[config.mk]
export PLATFORM = sky130hd
export DESIGN_NAME = uart_rx_os
export DESIGN_NICKNAME = d
export VERILOG_FILES = /design/src/rtl/uart_rx_os.sv
export SDC_FILE = /design/constraint.sdc
export NUM_CORES = 1
export LEC_CHECK = 0
export BUFFER_PORTS_ARGS = -buffer_cell sky130_fd_sc_hd__clkbuf_2
export CAP_MARGIN = 15
export CORE_AREA = 2 2 65 67
export CTS_BUF_LIST = sky130_fd_sc_hd__clkbuf_4
export DETAILED_ROUTE_END_ITERATION = 10
export DIE_AREA = 0 0 67 69
export PLACE_DENSITY = 0.71
export SLEW_MARGIN = 15
export SYNTH_ARGS = -nofsm -noshare
export SYNTH_HDL_FRONTEND = slang
export SYNTH_SLANG_ARGS = --single-unit
export TNS_END_PERCENT = 5
[constraint.sdc]
create_clock -name sys_clk -period 3.8 [get_ports sys_clk]
set_clock_uncertainty 0.05 [all_clocks]
set_input_delay 0.76 -clock sys_clk [delete_from_list [all_inputs] [get_ports sys_clk]]
set_output_delay 0.76 -clock sys_clk [all_outputs]
set_load 0.02 [all_outputs]
[src/rtl/uart_rx_os.sv]
// uart_rx_os: 16x-oversampling UART receiver (8N1, LSB first).
// Start-bit validation, 3-sample majority vote around mid-bit,
// framing-error and overrun reporting, valid/ready byte output.
//
// state     | meaning
// ----------+--------------------------------------------------------
// IDLE      | line idle, watching for a falling edge on rxd
// START     | validating the start bit at its mid-point
// DATA      | sampling the 8 data bits, LSB first
// STOP      | sampling the stop bit; completion or framing error
// WAIT_HIGH | after a framing error, holding off until the line is high
module uart_rx_os #(
    parameter int CLK_FREQ = 65_000_000,
    parameter int UART_BPS = 9600,
    parameter int OS_DIV   = CLK_FREQ / (UART_BPS * 16)
) (
    input  logic       sys_clk,
    input  logic       sys_rst,
    input  logic       uart_rxd,
    output logic [7:0] rx_data,
    output logic       rx_valid,
    input  logic       rx_ready,
    output logic       frame_err,
    output logic       overrun,
    output logic       busy
);

    localparam int CW = (OS_DIV > 1) ? $clog2(OS_DIV) : 1;
    localparam logic [CW-1:0] OS_LAST = CW'(OS_DIV - 1);

    typedef enum logic [2:0] {
        IDLE,
        START,
        DATA,
        STOP,
        WAIT_HIGH
    } state_t;

    state_t        state;
    logic          rxd_m;
    logic          rxd_s;
    logic          rxd_d;
    logic [CW-1:0] os_cnt;
    logic [3:0]    smp;
    logic [2:0]    bit_idx;
    logic [7:0]    shreg;
    logic          v7;
    logic          v8;

    logic os_tick;
    logic vote_tick;
    logic wrap_tick;
    logic vote;
    logic start_edge;

    assign os_tick    = (os_cnt == OS_LAST);
    assign vote_tick  = os_tick && (smp == 4'd9);
    assign wrap_tick  = os_tick && (smp == 4'd15);
    // Third sample is taken live on the sample-9 tick itself.
    assign vote       = (v7 & v8) | (v7 & rxd_s) | (v8 & rxd_s);
    assign start_edge = (state == IDLE) && rxd_d && !rxd_s;

    // Two-flop synchronizer plus one delay stage for falling-edge detection.
    always_ff @(posedge sys_clk or posedge sys_rst) begin
        if (sys_rst) begin
            rxd_m <= 1'b1;
            rxd_s <= 1'b1;
            rxd_d <= 1'b1;
        end else begin
            rxd_m <= uart_rxd;
            rxd_s <= rxd_m;
            rxd_d <= rxd_s;
        end
    end

    // Oversample tick and sample index, re-phased to the detected start edge.
    always_ff @(posedge sys_clk or posedge sys_rst) begin
        if (sys_rst) begin
            os_cnt <= '0;
            smp    <= 4'd0;
        end else if (start_edge) begin
            os_cnt <= '0;
            smp    <= 4'd0;
        end else if (os_tick) begin
            os_cnt <= '0;
            smp    <= smp + 4'd1;
        end else begin
            os_cnt <= os_cnt + 1'b1;
        end
    end

    // Capture the two early samples of the majority vote.
    always_ff @(posedge sys_clk or posedge sys_rst) begin
        if (sys_rst) begin
            v7 <= 1'b0;
            v8 <= 1'b0;
        end else if (os_tick) begin
            if (smp == 4'd7) v7 <= rxd_s;
            if (smp == 4'd8) v8 <= rxd_s;
        end
    end

    // Receive FSM with registered status outputs and the output byte register.
    always_ff @(posedge sys_clk or posedge sys_rst) begin
        if (sys_rst) begin
            state     <= IDLE;
            bit_idx   <= 3'd0;
            shreg     <= 8'h00;
            rx_data   <= 8'h00;
            rx_valid  <= 1'b0;
            frame_err <= 1'b0;
            overrun   <= 1'b0;
            busy      <= 1'b0;
        end else begin
            frame_err <= 1'b0;
            overrun   <= 1'b0;
            // A completion in the same cycle overrides this clear below.
            if (rx_valid && rx_ready) rx_valid <= 1'b0;

            case (state)
                IDLE: begin
                    if (start_edge) begin
                        state <= START;
                        busy  <= 1'b1;
                    end
                end
                START: begin
                    if (vote_tick && vote) begin
                        state <= IDLE;
                        busy  <= 1'b0;
                    end else if (wrap_tick) begin
                        state   <= DATA;
                        bit_idx <= 3'd0;
                    end
                end
                DATA: begin
                    if (vote_tick) shreg <= {vote, shreg[7:1]};
                    if (wrap_tick) begin
                        if (bit_idx == 3'd7) state <= STOP;
                        else bit_idx <= bit_idx + 3'd1;
                    end
                end
                STOP: begin
                    if (vote_tick) begin
                        if (vote) begin
                            state <= IDLE;
                            busy  <= 1'b0;
                            if (!rx_valid || rx_ready) begin
                                rx_data  <= shreg;
                                rx_valid <= 1'b1;
                            end else begin
                                overrun <= 1'b1;
                            end
                        end else begin
                            state     <= WAIT_HIGH;
                            frame_err <= 1'b1;
                        end
                    end
                end
                WAIT_HIGH: begin
                    if (rxd_s) begin
                        state <= IDLE;
                        busy  <= 1'b0;
                    end
                end
                default: begin
                    state <= IDLE;
                    busy  <= 1'b0;
                end
            endcase
        end
    end

endmodule

==> impl_metrics.toml, run 1 <==
[outcome]
run_status = "complete, no violations"

[clock_tree]
postCtsHoldBufs = 0
post_cts_resized = 0
insertion_delay_ns = 0.36
post_cts_buffers = 0
cts_max_path_buffers = 2
htreeDepth = 2
cts_root_buf = "clkbuf_4"
clock_sinks = 44
cts_made_buffers = 5
cts_tree = "yes"
clkTransAtPathRegs_ns = 0.13

[power]
p_comb_frac = 0.129
clkPwrFrac = 0.249
p_int_mw = 0.630
seq_power_share = 0.622
irDropWorstVdd_v = 0.000356
p_per_area_nw_per_um2 = 403
power.leakage_nw = 1.05
swShare = 0.293
p_sw_mw = 0.261

[global_route]
grtUsageTotal = 0.175
antenna_found_initial = 0
grt_pass1_vias = 1298
grt_max_degree = 25
overflow = 0
grt_pass1_wl_mm = 6.13

[timing]
final.period_utilization = 0.567
grt_setup_unrepaired = "false"
tightestPinTransition_ns = 0.758
hold_violations = 0
clock.fmax_mhz = 464
drv_slew = 0
setup_viol = 0
fin_tns_setup_ns = 0
slew_headroom = 0.494
fin_crit_ns = 2.15

[worst_setup_path]
cp.required_ns = 4.01
crit-reg2reg-launch = "os_cnt[0]"
critical_path_class = "reg2reg"
rr_worst_depth = 6
ff2ff_setup_slack_ns = 1.65
worstSetupStartpointType = "flop"
cp.arrival_ns = 2.37
r2r_end = "rx_data[5]"
worst-path-max-fanout = 8
critPathCaptureType = "flop"

[die]
ios = 16
std_cell_rows = 23
die_h_um = 69
initial_core_util = 0.525
fp.coreArea_um2 = 3910
die_w_um = 67
die_area_um2 = 4620

[logic_synthesis]
synth_edf_count = 0
synth_area_um2 = 2050
syn_inst = 175
post-synth-top-count-cell = "dfrtp_1"
ys_top_cells_by_count = "41 x dfrtp_1, 19 x nor2_1, 18 x mux2_2"
synth_fp_nets = 186
synth_top_area_share = 0.499
yosys-top-cells-area = "dfrtp_1 50%, mux2_2 9.9%, ha_1 4.3%"
yosys.area.top_type = "dfrtp_1"
ys_ff_latch = 44
ys_warn_count = 0
synth_seq_area_share = 0.538
synthDistinctLibCells = 41
ys.flop_type = "dfrtp_1"
async_flop_share = 1.00
avgSynthCellArea_um2 = 11.7

[finish]
fin_util = 0.566
fillers = 352
fin_cells = 242
seq_area_um2 = 1100
nets = 202
diodes = 0
area_growth_pct = 7.73
finalInstanceArea_um2 = 2210
drive_gt1_frac = 0.260
multi_input_area_um2 = 873

[placed_design]
hpwl_mm = 2.39
dpl_cell_area_um2 = 2160
port_buffers = 15
place_congestion = 0.849
dpl.cell_count = 234

[routing]
drt_pass1_iterations = 4
drt_iter0_drc = 117
wl_per_cell_um = 13.7
routed_wl_mm = 3.31
drc = 0
ant_nets = 0
viasPerCell = 5.17
dr_total_vias = 1252

[min_path]
worstHoldStart = "rxd_m"
min_delay_path_depth = 0
hold_path_class = "reg2reg"
hold_end = "rxd_s"

[flow_run]
maxCapViolCount = 0
-- flip-flops by register name, summed over array words and instances (netlist names) --
register,count
rx_data,8
overrun,1
state,3
rxd_s,1
os_cnt,9
rxd_m,1
rxd_d,1
frame_err,1
shreg,8
v7,1
busy,1
rx_valid,1
v8,1
bit_idx,3
smp,4
-- logic make-up (layout without fill, tap and decap cells) --
kind of cell	Yosys count	count (layout)	synth area share
AND/OR/NAND/NOR	64	64	0.185
buffers and inverters	16	33	0.0371
multiplexers	21	21	0.114
flip-flops	44	44	0.538
AO/OA/AOI/OAI	12	12	0.0365
XOR/XNOR	10	10	0.0426
adder cells (fa/ha/maj)	8	8	0.0475
-- power groups by stage --
stage / combinational [mW] / clock [mW] / sequential, mW
6_report: 0.115 / 0.222 / 0.555
5_1_grt: 0.138 / 0.255 / 0.563
4_1_cts: 0.118 / 0.234 / 0.555
3_5_place_dp: 0.114 / 0 / 0.563
3_3_place_gp: 0.110 / 0 / 0.560
2_1_floorplan: 0.0992 / 0 / 0.549
-- worst max-delay path, stage by stage (launching register included) --
cell and delay [ns]:
dfrtp_1 0.45, inv_1 0.08, ha_1 0.13, and4b_1 0.38
nand3_4 0.15, nor3b_4 0.44, mux2_2 0.39
-- worst max path at each step --
stage / start / slack (ns) / depth (start not counted) / end
final: os_cnt[0] / 1.65 / 6 / rx_data[5]
after global routing: smp[1] / 1.44 / 6 / rx_data[1]
after CTS: os_cnt[0] / 1.64 / 6 / rx_data[5]
after detailed placement: os_cnt[0] / 1.64 / 6 / rx_data[5]
after global placement: os_cnt[0] / 1.71 / 6 / rx_data[6]
after floorplan: smp[1] / 1.88 / 6 / rx_data[1]
-- cell type report --
| type | count | share of cell area |
|---|---|---|
| multi-input cells | 115 | 0.395 |
| clock buffers | 5 | 0.0170 |
| clock inverters | 3 | 0.00848 |
| repair buffers | 16 | 0.0373 |
| well taps | 50 | 0.0283 |
| inverters | 9 | 0.0153 |
| flip-flops and latches | 44 | 0.499 |
-- metal layers --
metal / vias to the layer above / share of wire / global-route usage / routed length (µm)
li1: 625 / - / - / -
met1: 600 / 0.47 / 0.241 / 1570
met2: 21 / 0.47 / 0.250 / 1540
met3: 6 / 0.041 / 0.0587 / 135
met4: 0 / 0.018 / 0.0771 / 61
met5: - / 0 / 0 / 0
-- metrics by stage --
step	power, mW	hold slack, ns	setup slack (ns)
CTS	0.907	0.316	1.64
finish	0.892	0.315	1.65
floorplan	0.648	0.295	1.88
detailed placement	0.678	0.297	1.64
global placement	0.670	0.297	1.71
global route	0.956	0.326	1.44
-- placed cells by master (no fill, tap or decap), drive strengths merged --
cell type / count
o41ai: 1
o22ai: 1
a2bb2oi: 1
buf: 1
and3: 1
xor2: 3
inv: 9
and2: 1
dfstp: 3
mux2: 19
xnor2: 7
nand2: 12
nor4: 4
and4b: 1
a31oi: 1
nand3: 6
nor2b: 2
a21oi: 6
mux2i: 2
dfrtp: 41
maj3: 1
nand4: 3
clkinv: 1
nand2b: 2
or2: 2
and4bb: 1
a211oi: 1
a21o: 1
nor2: 19
nor3: 7
clkbuf: 20
nor4b: 1
nor3b: 2
clkinvlp: 2
ha: 7
(Power assumes the default switching activity.)
==> run 2: changes to the inputs <==
==> constraint.sdc (replaced) <==
create_clock -name sys_clk -period 2.2 [get_ports sys_clk]
set_clock_uncertainty 0.05 [all_clocks]
set_input_delay 0.44 -clock sys_clk [delete_from_list [all_inputs] [get_ports sys_clk]]
set_output_delay 0.44 -clock sys_clk [all_outputs]
set_load 0.02 [all_outputs]
==> run 2 against run 1 <==
Compared with the run above:
- via count is 6.6% higher
- die area stayed put
- global-route usage is 0.20 points higher
- critical path depth is 1 higher
- core utilization is 1.5 points higher
- final area is 2.7% higher
- maximum frequency is 7.1% higher
- total power is 74% higher
- hold slack worse by 0.21 ns
- clock power is 77% higher
- sequential power is 71% higher
- clock-buffer cell count is 1 higher
==> impl_metrics.toml, run 2 (synthesized netlist as in run 1, its figures left out) <==
[outcome]
run_status = "complete, no violations"

[worst_setup_path]
worst-path-max-fanout = 7
critical_path_class = "reg2reg"
cp.arrival_ns = 2.21
cp.required_ns = 2.40
worstSetupStartpointType = "flop"
critPathCaptureType = "flop"

[finish]
area_growth_pct = 10.7
drive_gt1_frac = 0.290
fin_cells = 250
fin_util = 0.581
nets = 210
diodes = 0
largest_reg_flops = 9
layout_commonest_cell = "dfrtp_1"
largest_register = "os_cnt"
final_cell_mix = "41 x dfrtp_1, 19 x nor2_1, 18 x mux2_2"
largestRegisters = "os_cnt (9), rx_data (8), shreg (8)"

[placed_design]
port_buffers = 15
hpwl_mm = 2.59
dpl.cell_count = 240
place_congestion = 0.862

[die]
std_cell_rows = 23
die_area_um2 = 4620
initial_core_util = 0.525
fp.coreArea_um2 = 3910
ios = 16
die_w_um = 67
die_h_um = 69

[global_route]
overflow = 0
grt_max_degree = 45
grt_pass1_wl_mm = 6.22
grtUsageTotal = 0.177
grt_pass1_vias = 1399
antenna_found_initial = 0

[timing]
fin_crit_ns = 2.01
fin_tns_setup_ns = 0
slew_headroom = 0.597
drv_slew = 0
final.period_utilization = 0.914
grt_setup_unrepaired = "false"
clock.fmax_mhz = 497
hold_violations = 0
holdWs_ns = 0.101
setup_viol = 0
tightestPinTransition_ns = 0.600

[power]
power.leakage_nw = 1.09
irDropWorstVdd_v = 0.000537
p_int_mw = 1.11
total_power_mw = 1.55
p_comb_frac = 0.136
p_sw_mw = 0.445
clkPwrFrac = 0.252
swShare = 0.287
seq_power_share = 0.611
p_per_area_nw_per_um2 = 683

[flow_run]
maxCapViolCount = 0

[routing]
routed_wl_mm = 3.54
drt_iter0_drc = 79
drt_pass1_iterations = 4
viasPerCell = 5.34
drc = 0
dr_total_vias = 1335
wl_per_cell_um = 14.1
ant_nets = 0

[clock_tree]
insertion_delay_ns = 0.36
clock_sinks = 44
postCtsHoldBufs = 0
cts_made_buffers = 5
cts_tree = "yes"
post_cts_buffers = 0
cts_max_path_buffers = 2
post_cts_resized = 0
cts_root_buf = "clkbuf_4"
htreeDepth = 2
clkTransAtPathRegs_ns = 0.12

[min_path]
hold_path_class = "in2reg"
==> run 2: cell types whose count changed in the layout (fill, tap and decap cells not counted) <==
cell / delta
clkbuf_4: +1
clkinvlp_4: -1
buf_4: +8
==> run 2: final cells by class <==
class / count / area [µm²]
clock inverters: 2 / 11.3
repair buffers: 24 / 143
clock buffers: 6 / 45.0
fillers: 328 / 1640
multi-input cells: 115 / 873
flip-flops and latches: 44 / 1100
well taps: 50 / 62.6
inverters: 9 / 33.8
==> run 2: per-stage QoR <==
stage          area [µm²]  setup slack [ns]
6_report             2270             0.189
5_1_grt              2270            0.0942
4_1_cts              2260            0.0450
3_5_place_dp         2200            0.0633
3_3_place_gp         2200             0.124
2_1_floorplan        2050             0.277
==> run 2: path summary, 6_finish.rpt <==
kind | startpoint | end | slack [ns] | cells after the start
min in group asynchronous | sys_rst | shreg[7] | 0.12 | 3
hold reg to reg | rxd_m | rxd_s | 0.32 | 0
max in group asynchronous | sys_rst | shreg[6] | 1.60 | 3
setup reg to reg | os_cnt[0] | rx_data[5] | 0.19 | 7
setup / recovery | os_cnt[0] | rx_data[5] | 0.19 | 7
hold / removal | uart_rxd | rxd_m | 0.10 | 1
==> run 2: metal layers <==
| metal | vias to the layer above | track usage | routed length, µm |
|---|---|---|---|
| li1 | 648 | - | - |
| met4 | 0 | 0.0658 | 58 |
| met5 | - | 0 | 0 |
| met3 | 5 | 0.0636 | 143 |
| met1 | 660 | 0.217 | 1580 |
| met2 | 22 | 0.283 | 1760 |
==> run 2: power by group through the flow <==
| stage | Sequential [mW] | Combinational, mW | Clock, mW |
|---|---|---|---|
| 2_1_floorplan | 0.948 | 0.171 | 0 |
| 3_3_place_gp | 0.959 | 0.207 | 0 |
| 3_5_place_dp | 0.964 | 0.214 | 0 |
| 4_1_cts | 0.947 | 0.217 | 0.402 |
| 5_1_grt | 0.962 | 0.247 | 0.448 |
| 6_report | 0.949 | 0.211 | 0.392 |
==> run 2: worst max-delay path, stage by stage (launching register included) <==
cell and delay (ns):
dfrtp_1 0.45, inv_1 0.07, ha_1 0.13, and4b_1 0.37, nand3_4 0.14, nor3b_4 0.20, buf_4 0.16, mux2_2 0.33
